File: src/rtl/audio_frame_scheduler.sv
// I2S frame timing master: divides sys_clk into BCLK/DACLRCK and hands one buffered
// stereo pair to the serializer at each frame boundary, counting frames that find no pair.
//   state   | meaning
//   S_IDLE  | audio clocks stopped, BCLK/LRCK low, buffer may still be preloaded
//   S_RUN   | clocks running, words reloaded at every frame boundary
//   S_DRAIN | enable dropped, clocks run to the next boundary without reloading
module audio_frame_scheduler #(
    parameter int BCLK_DIV   = 4,
    parameter int SLOT_BITS  = 32,
    parameter int SAMPLE_W   = 24,
    parameter int UNDER_ZERO = 0
) (
    input  logic                sys_clk,
    input  logic                reset,
    input  logic                i_enable,
    input  logic                i_smp_valid,
    input  logic [SAMPLE_W-1:0] i_smp_l,
    input  logic [SAMPLE_W-1:0] i_smp_r,
    output logic                o_smp_ready,
    output logic                oAUD_BCLK,
    output logic                oAUD_DACLRCK,
    output logic [SAMPLE_W-1:0] o_lsound_out,
    output logic [SAMPLE_W-1:0] o_rsound_out,
    output logic                o_frame_tick,
    output logic                o_underrun,
    output logic [15:0]         o_underrun_cnt,
    output logic                o_running
);
    localparam int DIV_W = $clog2(BCLK_DIV);
    localparam int BIT_W = $clog2(2 * SLOT_BITS);
    localparam logic [DIV_W-1:0] DIV_LAST  = DIV_W'(BCLK_DIV - 1);
    localparam logic [BIT_W-1:0] BIT_LAST  = BIT_W'(2 * SLOT_BITS - 1);
    localparam logic [BIT_W-1:0] BIT_RIGHT = BIT_W'(SLOT_BITS);

    typedef enum logic [1:0] {
        S_IDLE  = 2'd0,
        S_RUN   = 2'd1,
        S_DRAIN = 2'd2
    } state_t;

    state_t              state_q, state_d;
    logic [DIV_W-1:0]    div_q, div_d;
    logic [BIT_W-1:0]    bit_q, bit_d;
    logic                bclk_q, bclk_d;
    logic                lrck_q, lrck_d;
    logic                full_q, full_d;
    logic [SAMPLE_W-1:0] buf_l_q, buf_l_d, buf_r_q, buf_r_d;
    logic [SAMPLE_W-1:0] out_l_q, out_l_d, out_r_q, out_r_d;
    logic [15:0]         ucnt_q, ucnt_d;
    logic                active, div_wrap, bclk_fall, boundary, accept, load, underrun;

    always_comb begin
        active    = (state_q != S_IDLE);
        div_wrap  = active && (div_q == DIV_LAST);
        bclk_fall = div_wrap && bclk_q;
        boundary  = bclk_fall && (bit_q == BIT_LAST);
        accept    = i_smp_valid && !full_q;
        load      = 1'b0;
        underrun  = 1'b0;
        state_d   = state_q;
        div_d     = div_q;
        bit_d     = bit_q;
        bclk_d    = bclk_q;
        lrck_d    = lrck_q;
        full_d    = full_q;
        buf_l_d   = buf_l_q;
        buf_r_d   = buf_r_q;
        out_l_d   = out_l_q;
        out_r_d   = out_r_q;
        ucnt_d    = ucnt_q;

        case (state_q)
            S_IDLE: begin
                if (i_enable) begin
                    state_d = S_RUN;
                    load    = full_q;
                end
            end
            S_RUN: begin
                if (boundary) begin
                    load     = full_q;
                    underrun = !full_q;
                end
                if (!i_enable) state_d = S_DRAIN;
            end
            S_DRAIN: begin
                // Re-enable before the boundary resumes with the divider untouched.
                if (i_enable)      state_d = S_RUN;
                else if (boundary) state_d = S_IDLE;
            end
            default: state_d = S_IDLE;
        endcase

        if (active) begin
            div_d = div_wrap ? '0 : div_q + DIV_W'(1);
            if (div_wrap) bclk_d = !bclk_q;
            if (bclk_fall) begin
                bit_d  = (bit_q == BIT_LAST) ? '0 : bit_q + BIT_W'(1);
                lrck_d = (bit_d >= BIT_RIGHT);
            end
        end
        if (state_d == S_IDLE) begin
            div_d  = '0;
            bit_d  = '0;
            bclk_d = 1'b0;
            lrck_d = 1'b0;
        end

        if (load) begin
            out_l_d = buf_l_q;
            out_r_d = buf_r_q;
            full_d  = 1'b0;
        end
        if (underrun) begin
            if (ucnt_q != 16'hFFFF) ucnt_d = ucnt_q + 16'd1;
            if (UNDER_ZERO != 0) begin
                out_l_d = '0;
                out_r_d = '0;
            end
        end
        // Never coincides with a load: the buffer only drains while full, and ready is low then.
        if (accept) begin
            full_d  = 1'b1;
            buf_l_d = i_smp_l;
            buf_r_d = i_smp_r;
        end
    end

    always_ff @(posedge sys_clk) begin
        if (reset) begin
            state_q <= S_IDLE;
            div_q   <= '0;
            bit_q   <= '0;
            bclk_q  <= 1'b0;
            lrck_q  <= 1'b0;
            full_q  <= 1'b0;
            buf_l_q <= '0;
            buf_r_q <= '0;
            out_l_q <= '0;
            out_r_q <= '0;
            ucnt_q  <= '0;
        end else begin
            state_q <= state_d;
            div_q   <= div_d;
            bit_q   <= bit_d;
            bclk_q  <= bclk_d;
            lrck_q  <= lrck_d;
            full_q  <= full_d;
            buf_l_q <= buf_l_d;
            buf_r_q <= buf_r_d;
            out_l_q <= out_l_d;
            out_r_q <= out_r_d;
            ucnt_q  <= ucnt_d;
        end
    end

    assign o_smp_ready    = !full_q;
    assign oAUD_BCLK      = bclk_q;
    assign oAUD_DACLRCK   = lrck_q;
    assign o_lsound_out   = out_l_q;
    assign o_rsound_out   = out_r_q;
    assign o_frame_tick   = boundary;
    assign o_underrun     = underrun;
    assign o_underrun_cnt = ucnt_q;
    assign o_running      = active;
endmodule

File: config.mk
export PLATFORM = sky130hd
export DESIGN_NAME = audio_frame_scheduler
export DESIGN_NICKNAME = d
export VERILOG_FILES = /design/src/rtl/audio_frame_scheduler.sv
export SDC_FILE = /design/constraint.sdc
export NUM_CORES = 1
export LEC_CHECK = 0
export CORE_ASPECT_RATIO = 1.4
export CORE_UTILIZATION = 40
export CTS_BUF_LIST = sky130_fd_sc_hd__clkbuf_16
export CTS_CLUSTER_DIAMETER = 60
export DETAILED_ROUTE_END_ITERATION = 10
export PLACE_DENSITY = 0.68
export SLEW_MARGIN = 5
export SYNTH_ARGS = -nofsm -noshare
export SYNTH_HDL_FRONTEND = slang
export SYNTH_SLANG_ARGS = --single-unit
File: constraint.sdc
create_clock -name sys_clk -period 2.4 [get_ports sys_clk]
set_clock_uncertainty 0.05 [all_clocks]
set_input_delay 0.48 -clock sys_clk [delete_from_list [all_inputs] [get_ports sys_clk]]
set_output_delay 0.48 -clock sys_clk [all_outputs]
set_load 0.05 [all_outputs]
==> flow_metrics.tcl, run 1 <==
set metrics [dict create \
    stdcell_area_um2 6733 \
    avgRoutedWirePerCell_um 13.32 \
    synth.avg_cell_area_um2 7.976 \
    crit_path_end_kind "output port" \
    path_clk_slew_ns 0.05 \
    synth_cell_types 41 \
    syn_nets 645 \
    dp_slack_ns -0.008866 \
    viasPerCell 4.969 \
    overflow 0 \
    drtIter0Drc 182 \
    cts_root_buffer "clkbuf_16" \
    setup_viol 0 \
    ys_seq_area_share_pct 53.18 \
    power_frac_clock_pct 48.7 \
    vias 4278 \
    timing.hold.ws_ns 0.3985 \
    fillCellCount 1018 \
    ys_ff_latch 125 \
    nets 759 \
    detailed_place_hpwl_um 7728 \
    synth_area_leaders "dfxtp_1, nand2_1, a21oi_1" \
    wl_um 11470 \
    p_leak_nw 2.386 \
    rsz0062_at_grt "no" \
    drc 0 \
    r2r-start "div_q[0]$_SDFFE_PP0N_" \
    yosysTopAreaCell "dfxtp_1" \
    finalCritPeriodShare_pct 96.15 \
    fin_crit_ns 2.307 \
    max_freq_mhz 433.4 \
    tns_ns 0 \
    num_rows 46 \
    grt_pass1_wl_um 18510 \
    layout-drive-gt1-share_pct 8.508 \
    hold_path.class "flip-flop to flip-flop" \
    setup_slack_ns 0.09250 \
    crit_path_start "div_q[0]$_SDFFE_PP0N_" \
    swShare_pct 23.25 \
    power.internal_mw 3.825 \
    dpl-instance-area_um2 6143 \
    pwr-share-comb_pct 7.7 \
    cts_buffers 17 \
    wl_met2_um 5883 \
    coreArea_um2 11400 \
    die_x_um 93.67 \
    grt_pass1_vias 4010 \
    pin_count 122 \
    n_antenna_cell 0 \
    seq_power_share_pct 43.7 \
    wl_met3_um 555 \
    min_from "buf_l_q[14]$_SDFFE_PP0P_" \
    grtUsageTotal_pct 19.38 \
    syn2layout_area_growth_pct 43.07 \
    htree_levels 4 \
    postRouteAntennaNets 0 \
    crit_arrival_ns 1.78 \
    cp-start-kind "flip-flop" \
    slew_violations 0 \
    grt_max_degree 64 \
    power.density_nw_per_um2 740.3 \
    fin_util_pct 59.08 \
    worst_pin_slew_ns 0.6701 \
    first_pass_iters 4 \
    switchingPower_mw 1.159 \
    highest_layer "met4" \
    cts_sinks 125 \
    hold_violations 0 \
    required_ns 1.87 \
    clk_path_buf_depth 2 \
    cts_tree "built" \
    yosys_warnings 0 \
    syn_inst 590 \
    clock_latency_ns 0.40 \
    die_h_um 130.3 \
    path_class "flip-flop to output port" \
    status "finished clean" \
    crit_fanout 4 \
    place.port_buffers 121 \
    gp_congestion 0.7686 \
    grt_antenna_before_repair 0 \
    syn_area_um2 4706 \
    dieArea_um2 12210 \
    maxCapViolCount 0 \
    relSlewSlack_pct 55.18 \
    synth_top_cell_area_share_pct 53.18 \
    start_util_pct 41.29 \
    ir_drop_mv 0.4340 \
    met1_length_um 4774 \
]
-- Yosys cell counts --
cell       instances
or4_1              5
a41o_1             1
mux2i_1            2
o41ai_1            1
o21ba_1            1
nor2_1            25
nor2b_1            4
o41ai_2            1
xnor2_1            2
nor4_1             2
xor2_1             6
nand3b_1           2
or3_1              4
a211oi_1           1
a221o_1            1
a22oi_1            2
a21oi_1          107
nand4_1            5
o211a_1            1
and2_1             1
mux2_2             2
buf_2              5
or3b_4             1
nor3_1             5
buf_1              5
o31a_1             1
clkbuf_1          26
inv_1              5
and3_1             2
o21ai_0            9
o31ai_1            2
dfxtp_1          125
buf_6              2
nand2_1          211
o2111ai_1          1
or2_2              2
o211ai_1           2
ha_1               3
a41oi_1            1
nor4_4             1
nand3_1            5
-- per-layer routing --
| metal | GRT usage, % | up-vias |
|---|---|---|
| li1 | - | 2187 |
| met1 | 21.64 | 1975 |
| met2 | 34.43 | 98 |
| met3 | 5.536 | 18 |
| met4 | 7.964 | 0 |
| met5 | 0 | - |
-- layout make-up --
class	count	area, um^2	area share, %
clock buffer	17	425.4	6.319
clock inverter	15	150.1	2.230
inverter	5	18.77	0.2788
multi-input combinational	422	2058	30.57
sequential	125	2507	37.24
tap	144	180.2	2.676
timing repair buffer	133	1393	20.68
-- logic make-up after synthesis --
family,count (synthesis),synth area share (%)
adders and majority gates,3,0.7977
buffers and inverters,43,3.882
AOI/OAI and AO/OA,132,15.39
muxes,4,0.9040
DFF,125,53.18
xor gates and xnor gates,8,1.489
and+or+nand+nor,275,24.35
-- layout by cell type, fill, tap and decap left out, drive strengths merged, types with 3 or more instances in the layout --
cell / n
inv: 5
dfxtp: 125
a21oi: 107
xor2: 6
clkinv: 7
nand3: 5
ha: 3
clkdlybuf4s50: 117
nand2: 211
clkbuf: 17
or3: 4
or4: 5
nor3: 5
nor2b: 4
nor4: 3
clkinvlp: 6
o21ai: 9
buf: 15
nand4: 5
nor2: 25
-- power groups by stage --
stage	registers [mW]	clock network [mW]	logic, mW
floorplan	2.25	0	0.177
global placement	2.22	0	0.381
detailed placement	2.22	0	0.385
CTS	2.18	2.47	0.386
global route	2.18	2.56	0.421
finish	2.18	2.43	0.382
-- path summary, 6_finish.rpt --
check / depth (start not counted) / endpoint / slack (ns)
min reg2reg: 2 / o_lsound_out[14]$_SDFFE_PP0P_ / 0.40
max reg2reg: 8 / o_underrun_cnt[5]$_SDFFE_PP0P_ / 0.24
max: 5 / o_underrun / 0.09
min: 2 / o_lsound_out[14]$_SDFFE_PP0P_ / 0.40
-- what timing repair did --
| action | 4_1_cts | 5_1_grt |
|---|---|---|
| gates cloned | 0 | 0 |
| buffers inserted | 0 | 1 |
| setup endpoints to repair | 2 | 2 |
| resized for setup | 2 | 2 |
| pin swaps | 0 | 1 |
| hold buffers | 0 | 0 |
-- worst max-delay path, stage by stage (launching register included) --
cell      delay, ns
dfxtp_1        0.36
ha_2           0.22
o211ai_1       0.16
nor4_4         0.30
buf_4          0.20
buf_12         0.13
-- stage by stage --
stage | cells | power [mW]
floorplan | 590 | 2.424
global placement | 828 | 2.600
detailed placement | 828 | 2.607
CTS | 860 | 5.031
global route | 861 | 5.166
finish | 861 | 4.984
-- state kept, by name, indices dropped and copies added, names as in the netlist --
| name | cells |
|---|---|
| state_q | 2 |
| buf_l_q | 24 |
| o_lsound_out | 24 |
| oAUD_DACLRCK | 1 |
| o_underrun_cnt | 16 |
| buf_r_q | 24 |
| full_q | 1 |
| oAUD_BCLK | 1 |
| div_q | 2 |
| o_rsound_out | 24 |
| bit_q | 6 |
Power figures use the tool's default switching activity.
==> run 2: changes to the inputs <==
CORE_UTILIZATION = 48   (was 40)
PLACE_DENSITY = 0.79   (was 0.68)
==> run 2 against run 1 <==
Net effect: fmax grew 0.76%; highest routed layer unchanged; combinational power increased by 1%; largest power group unchanged; final area increased by 0.24%.
==> flow_metrics.tcl, run 2 (synthesis gave the netlist of run 1 again) <==
set metrics [dict create \
    status "finished clean" \
    drc 0 \
    place.port_buffers 121 \
    clk_path_buf_depth 2 \
    relSlewSlack_pct 55.53 \
    final_cell_mix "nand2_1, dfxtp_1, clkdlybuf4s50_1" \
    final_common_cell "nand2_1" \
    r2r-start "bit_q[0]$_SDFFE_PP0P_" \
    crit_path_end_kind "output port" \
    grt_max_degree 81 \
    drtIter0Drc 197 \
    die_h_um 119.2 \
    met1_length_um 4756 \
    slew_violations 0 \
    finalCritPeriodShare_pct 95.42 \
    coreArea_um2 9512 \
    avgRoutedWirePerCell_um 13.77 \
    postCtsHoldBufs 0 \
    timing.hold.ws_ns 0.3979 \
    viasPerCell 5.222 \
    fillCellCount 748 \
    power.density_nw_per_um2 761.7 \
    cts_tree "built" \
    crit_path_start "div_q[0]$_SDFFE_PP0N_" \
    first_pass_iters 6 \
    wl_um 11700 \
    max_freq_mhz 436.7 \
    rsz0062_at_grt "no" \
    rr_worst_depth 7 \
    p_leak_nw 2.420 \
    hold_violations 0 \
    reg2reg_slack_ns 0.23 \
    vias 4439 \
    worst_pin_slew_ns 0.6649 \
    grt_antenna_before_repair 0 \
    p_total_mw 5.141 \
    num_rows 42 \
    reg2reg_to "o_lsound_out[18]$_SDFFE_PP0P_" \
    crit_arrival_ns 1.76 \
    highest_layer "met4" \
    cts_sinks 125 \
    grtUsageTotal_pct 23.57 \
    start_util_pct 49.47 \
    postRouteAntennaNets 0 \
    ir_drop_mv 0.5560 \
    dieArea_um2 10210 \
    syn2layout_area_growth_pct 43.42 \
    setup_viol 0 \
    htree_levels 4 \
    path_clk_slew_ns 0.05 \
    crit_fanout 4 \
    wl_met3_um 492 \
    pin_count 122 \
    cp-endpoint "o_underrun" \
    dpl-instance-area_um2 6123 \
    required_ns 1.87 \
    clock_latency_ns 0.40 \
    die_x_um 85.68 \
    nets 760 \
    hold_path.class "flip-flop to flip-flop" \
    wl_met2_um 6203 \
    layout-drive-gt1-share_pct 8.217 \
    cp-start-kind "flip-flop" \
    overflow 0 \
    gp_congestion 0.7935 \
    n_antenna_cell 0 \
    stdcell_area_um2 6749 \
    cts_root_buffer "clkbuf_16" \
    cts_buffers 17 \
    path_class "flip-flop to output port" \
    maxCapViolCount 0 \
    fin_crit_ns 2.290 \
    grt_pass1_vias 4123 \
    detailed_place_hpwl_um 7741 \
    grt_pass1_wl_um 18980 \
]
## run 2: changes by cell type in the layout (fill, tap and decap cells not counted), sizes merged
cell / before / now
clkinvlp: 6 / 2
buf: 15 / 16
bufinv: 2 / 4
inv: 5 / 6
clkinv: 7 / 8
## run 2: final cells by class
| cell class | instances | area, um^2 | area share, % |
|---|---|---|---|
| clock buffers | 17 | 425.4 | 6.303 |
| clock inverters | 15 | 178.9 | 2.651 |
| inverters | 5 | 18.77 | 0.2781 |
| multi-input cells | 422 | 2068 | 30.65 |
| flip-flops and latches | 125 | 2505 | 37.12 |
| well taps | 132 | 165.2 | 2.447 |
| repair buffers | 134 | 1388 | 20.56 |
## run 2: worst max-delay path, cell delays in order (launching register included)
cell and delay, ns:
dfxtp_1 0.40, ha_4 0.18, o211ai_1 0.15, nor4_4 0.29, buf_4 0.20, buf_12 0.13
## run 2: metal layers
| metal | vias to the layer above | track usage (%) |
|---|---|---|
| met4 | 0 | 8.542 |
| met1 | 2102 | 27.53 |
| met3 | 18 | 6.029 |
| met2 | 131 | 41.20 |
| met5 | - | 0 |
| li1 | 2188 | - |
## run 2: worst min path at each step
stage	depth (start not counted)	endpoint	startpoint	slack (ns)
after floorplan	2	o_lsound_out[0]$_SDFFE_PP0P_	buf_l_q[0]$_SDFFE_PP0P_	0.38
after global placement	2	o_rsound_out[2]$_SDFFE_PP0P_	buf_r_q[2]$_SDFFE_PP0P_	0.39
after detailed placement	2	o_rsound_out[17]$_SDFFE_PP0P_	buf_r_q[17]$_SDFFE_PP0P_	0.39
after CTS	2	o_lsound_out[0]$_SDFFE_PP0P_	buf_l_q[0]$_SDFFE_PP0P_	0.40
after global routing	2	o_rsound_out[22]$_SDFFE_PP0P_	buf_r_q[22]$_SDFFE_PP0P_	0.42
final	2	o_rsound_out[16]$_SDFFE_PP0P_	buf_r_q[16]$_SDFFE_PP0P_	0.40
## run 2: report_power, final
group | total [mW] | internal, mW | switching [mW] | leakage, nW
clock network | 2.58 | 1.71 | 0.864 | 0.296
registers | 2.18 | 2.14 | 0.0366 | 1.02
logic | 0.387 | 0.167 | 0.220 | 1.11
## run 2: what timing repair did
item	CTS	global route
pin swaps	0	2
buffers inserted	0	1
endpoints found under the hold margin	0	0
endpoints found under the setup margin	1	2
gates resized for setup	1	3
## run 2: per-stage QoR
stage	setup TNS (ns)	setup slack [ns]	cells	utilization, %
floorplan	-0.7701	-0.1076	590	-
global placement	0	0.06458	817	64.38
detailed placement	-0.005752	-0.005752	817	64.38
CTS	0	0.007126	849	70.72
global route	0	0.009943	850	70.96
finish	0	0.1098	850	70.96
==> run 3: changes to the inputs <==
ABC_AREA = 1   (was not set)
CAP_MARGIN = 0   (was not set)
CORE_MARGIN = 2   (was not set)
CORE_UTILIZATION = 50   (was 48)
PLACE_DENSITY = 0.8   (was 0.79)
==> run 3 against run 2 <==
Net effect: worst hold slack improved by 0.00076 ns; global-route usage fell by 1.1 points; clock power rose by 7%; utilization up 0.53 points; cell count is 14% higher; register-to-register slack gained 0.11 ns; flip-flop and latch count unchanged; count of clock-buffer cells in the layout stayed put; final area increased by 6.0%; largest cell class unchanged; sequential share of layout area is 2.1 points lower; wire length grew 8.0%; first-iteration DRC count up 79%.
==> flow_metrics.tcl, run 3 <==
set metrics [dict create \
    crit_arrival_ns 1.79 \
    synth.avg_cell_area_um2 7.265 \
    final_common_cell "nand2_1" \
    yosys_warnings 0 \
    dp_slack_ns 0.2982 \
    power.density_nw_per_um2 802.7 \
    worst_pin_slew_ns 0.9601 \
    htree_levels 4 \
    met1_length_um 5116 \
    yosysMostFrequentCell "nand2_1" \
    seqCellArea_um2 2507 \
    place_inst 930 \
    fin_cells 965 \
    slew_violations 0 \
    wl_um 12630 \
    place.port_buffers 121 \
    pin_count 122 \
    max_freq_mhz 431.6 \
    coreArea_um2 10010 \
    start_util_pct 51.69 \
    dieArea_um2 11190 \
    clk_path_buf_depth 2 \
    syn2layout_area_growth_pct 38.29 \
    clock_latency_ns 0.40 \
    syn_area_um2 5172 \
    overflow 0 \
    viasPerCell 5.101 \
    crit_fanout 5 \
    die_h_um 124.3 \
    path_class "flip-flop to output port" \
    pwr-share-comb_pct 12.8 \
    grt_antenna_before_repair 0 \
    cts_buffers 17 \
    synth_commonest_cells "nand2_1, dfxtp_1, a21oi_1" \
    finalCritPeriodShare_pct 96.53 \
    detailed_place_hpwl_um 8171 \
    cts_root_buffer "clkbuf_16" \
    postCtsHoldBufs 0 \
    rsz0062_at_grt "no" \
    fin_util_pct 71.48 \
    setup_viol 0 \
    crit_path_end_kind "output port" \
    syn_inst 712 \
    first_pass_iters 5 \
    cp-start-kind "flip-flop" \
    seq_power_share_pct 39.1 \
    synth_top_cell_area_share_pct 48.38 \
    synth_cell_types 23 \
    hold_path.class "flip-flop to flip-flop" \
    multiInputGateArea_um2 2223 \
    fin_crit_ns 2.317 \
    syn_nets 767 \
    grtUsageTotal_pct 22.51 \
    fillCellCount 832 \
    path_clk_slew_ns 0.06 \
    required_ns 1.87 \
    synth_area_leaders "dfxtp_1, a21oi_1, nand2_1" \
    drc 0 \
    vias 4922 \
    p_total_mw 5.742 \
    power.internal_mw 4.304 \
    status "finished clean" \
    synth_edf_count 0 \
    n_antenna_cell 0 \
    hold_violations 0 \
    avgRoutedWirePerCell_um 13.09 \
    layout-drive-gt1-share_pct 7.229 \
    maxCapViolCount 0 \
    synthArstFlopShare_pct 0 \
    drtIter0Drc 353 \
    highest_layer "met4" \
    power_frac_clock_pct 48.1 \
    final_cell_mix "nand2_1, dfxtp_1, a21oi_1, clkdlybuf4s50_1, nor2_1" \
    wl_met3_um 777 \
    ys_ff_latch 125 \
    grt_pass1_wl_um 20930 \
    die_x_um 89.96 \
    swShare_pct 25.03 \
    yosysTopAreaCell "dfxtp_1" \
    switchingPower_mw 1.437 \
    grt_max_degree 99 \
    ir_drop_mv 0.5646 \
    postRouteAntennaNets 0 \
    gp_congestion 0.9083 \
    grt_pass1_vias 4676 \
    p_leak_nw 2.734 \
    setup_slack_ns 0.08317 \
    ys.flop_type "dfxtp_1" \
    ys_seq_area_share_pct 48.38 \
    cts_tree "built" \
    cts_sinks 125 \
    tns_ns 0 \
    num_rows 43 \
    wl_met2_um 6512 \
    nets 872 \
    relSlewSlack_pct 35.99 \
]
==> run 3: cell families (layout without fill, tap and decap cells) <==
kind of cell               count (synthesis)  in the layout  synth area share (%)
buffers and inverters                    116            234                 9.313
DFF                                      125            125                 48.38
adders and majority gates                  3              3                0.7258
xor gates and xnor gates                  11             11                 1.863
and+or+nand+nor                          284            284                 22.91
AOI/OAI and AO/OA                        173            173                 16.81
==> run 3: worst paths after layout <==
path	slack (ns)	startpoint	to	depth (start not counted)
hold / removal	0.40	buf_r_q[15]$_SDFFE_PP0P_	buf_r_q[15]$_SDFFE_PP0P_	2
hold reg to reg	0.40	buf_r_q[15]$_SDFFE_PP0P_	buf_r_q[15]$_SDFFE_PP0P_	2
setup reg to reg	0.34	bit_q[1]$_SDFFE_PP0P_	o_underrun_cnt[14]$_SDFFE_PP0P_	8
setup / recovery	0.08	bit_q[1]$_SDFFE_PP0P_	o_underrun	6
==> run 3: cell type report <==
cell class                 count  share of cell area [%]
tap                          135                   2.361
clock inverter                15                   3.096
clock buffer                  17                   5.947
timing repair buffer         131                   18.73
multi-input combinational    471                   31.08
sequential                   125                   35.05
inverter                      71                   3.726
==> run 3: power groups by stage <==
| stage | Sequential [mW] | Clock, mW | Combinational, mW |
|---|---|---|---|
| 2_1_floorplan | 2.44 | 0 | 0.329 |
| 3_3_place_gp | 2.28 | 0 | 0.714 |
| 3_5_place_dp | 2.29 | 0 | 0.730 |
| 4_1_cts | 2.24 | 2.79 | 0.735 |
| 5_1_grt | 2.26 | 2.90 | 0.800 |
| 6_report | 2.25 | 2.76 | 0.734 |
==> run 3: layer usage <==
metal,vias up,track usage [%]
li1,2504,-
met1,2236,25.37
met2,161,39.93
met3,21,6.171
met4,0,9.231
met5,-,0
==> run 3: worst max-delay path, stage by stage (launching register included) <==
cell and delay (ns):
dfxtp_1 0.35, ha_1 0.18, nand3_1 0.15, nor2_4 0.23, nand3_4 0.13, nor2_4 0.18, buf_12 0.15
==> run 3: through the flow <==
step | instance area [um^2] | hold WS [ns]
floorplan | 5175 | 0.3800
global placement | 6461 | 0.3884
detailed placement | 6461 | 0.3918
CTS | 7124 | 0.4003
global route | 7153 | 0.4234
finish | 7153 | 0.3986
==> run 3: what timing repair did <==
action,CTS,global route
pin swaps,1,2
setup endpoints to repair,2,2
resized for setup,3,4
buffers inserted,1,2
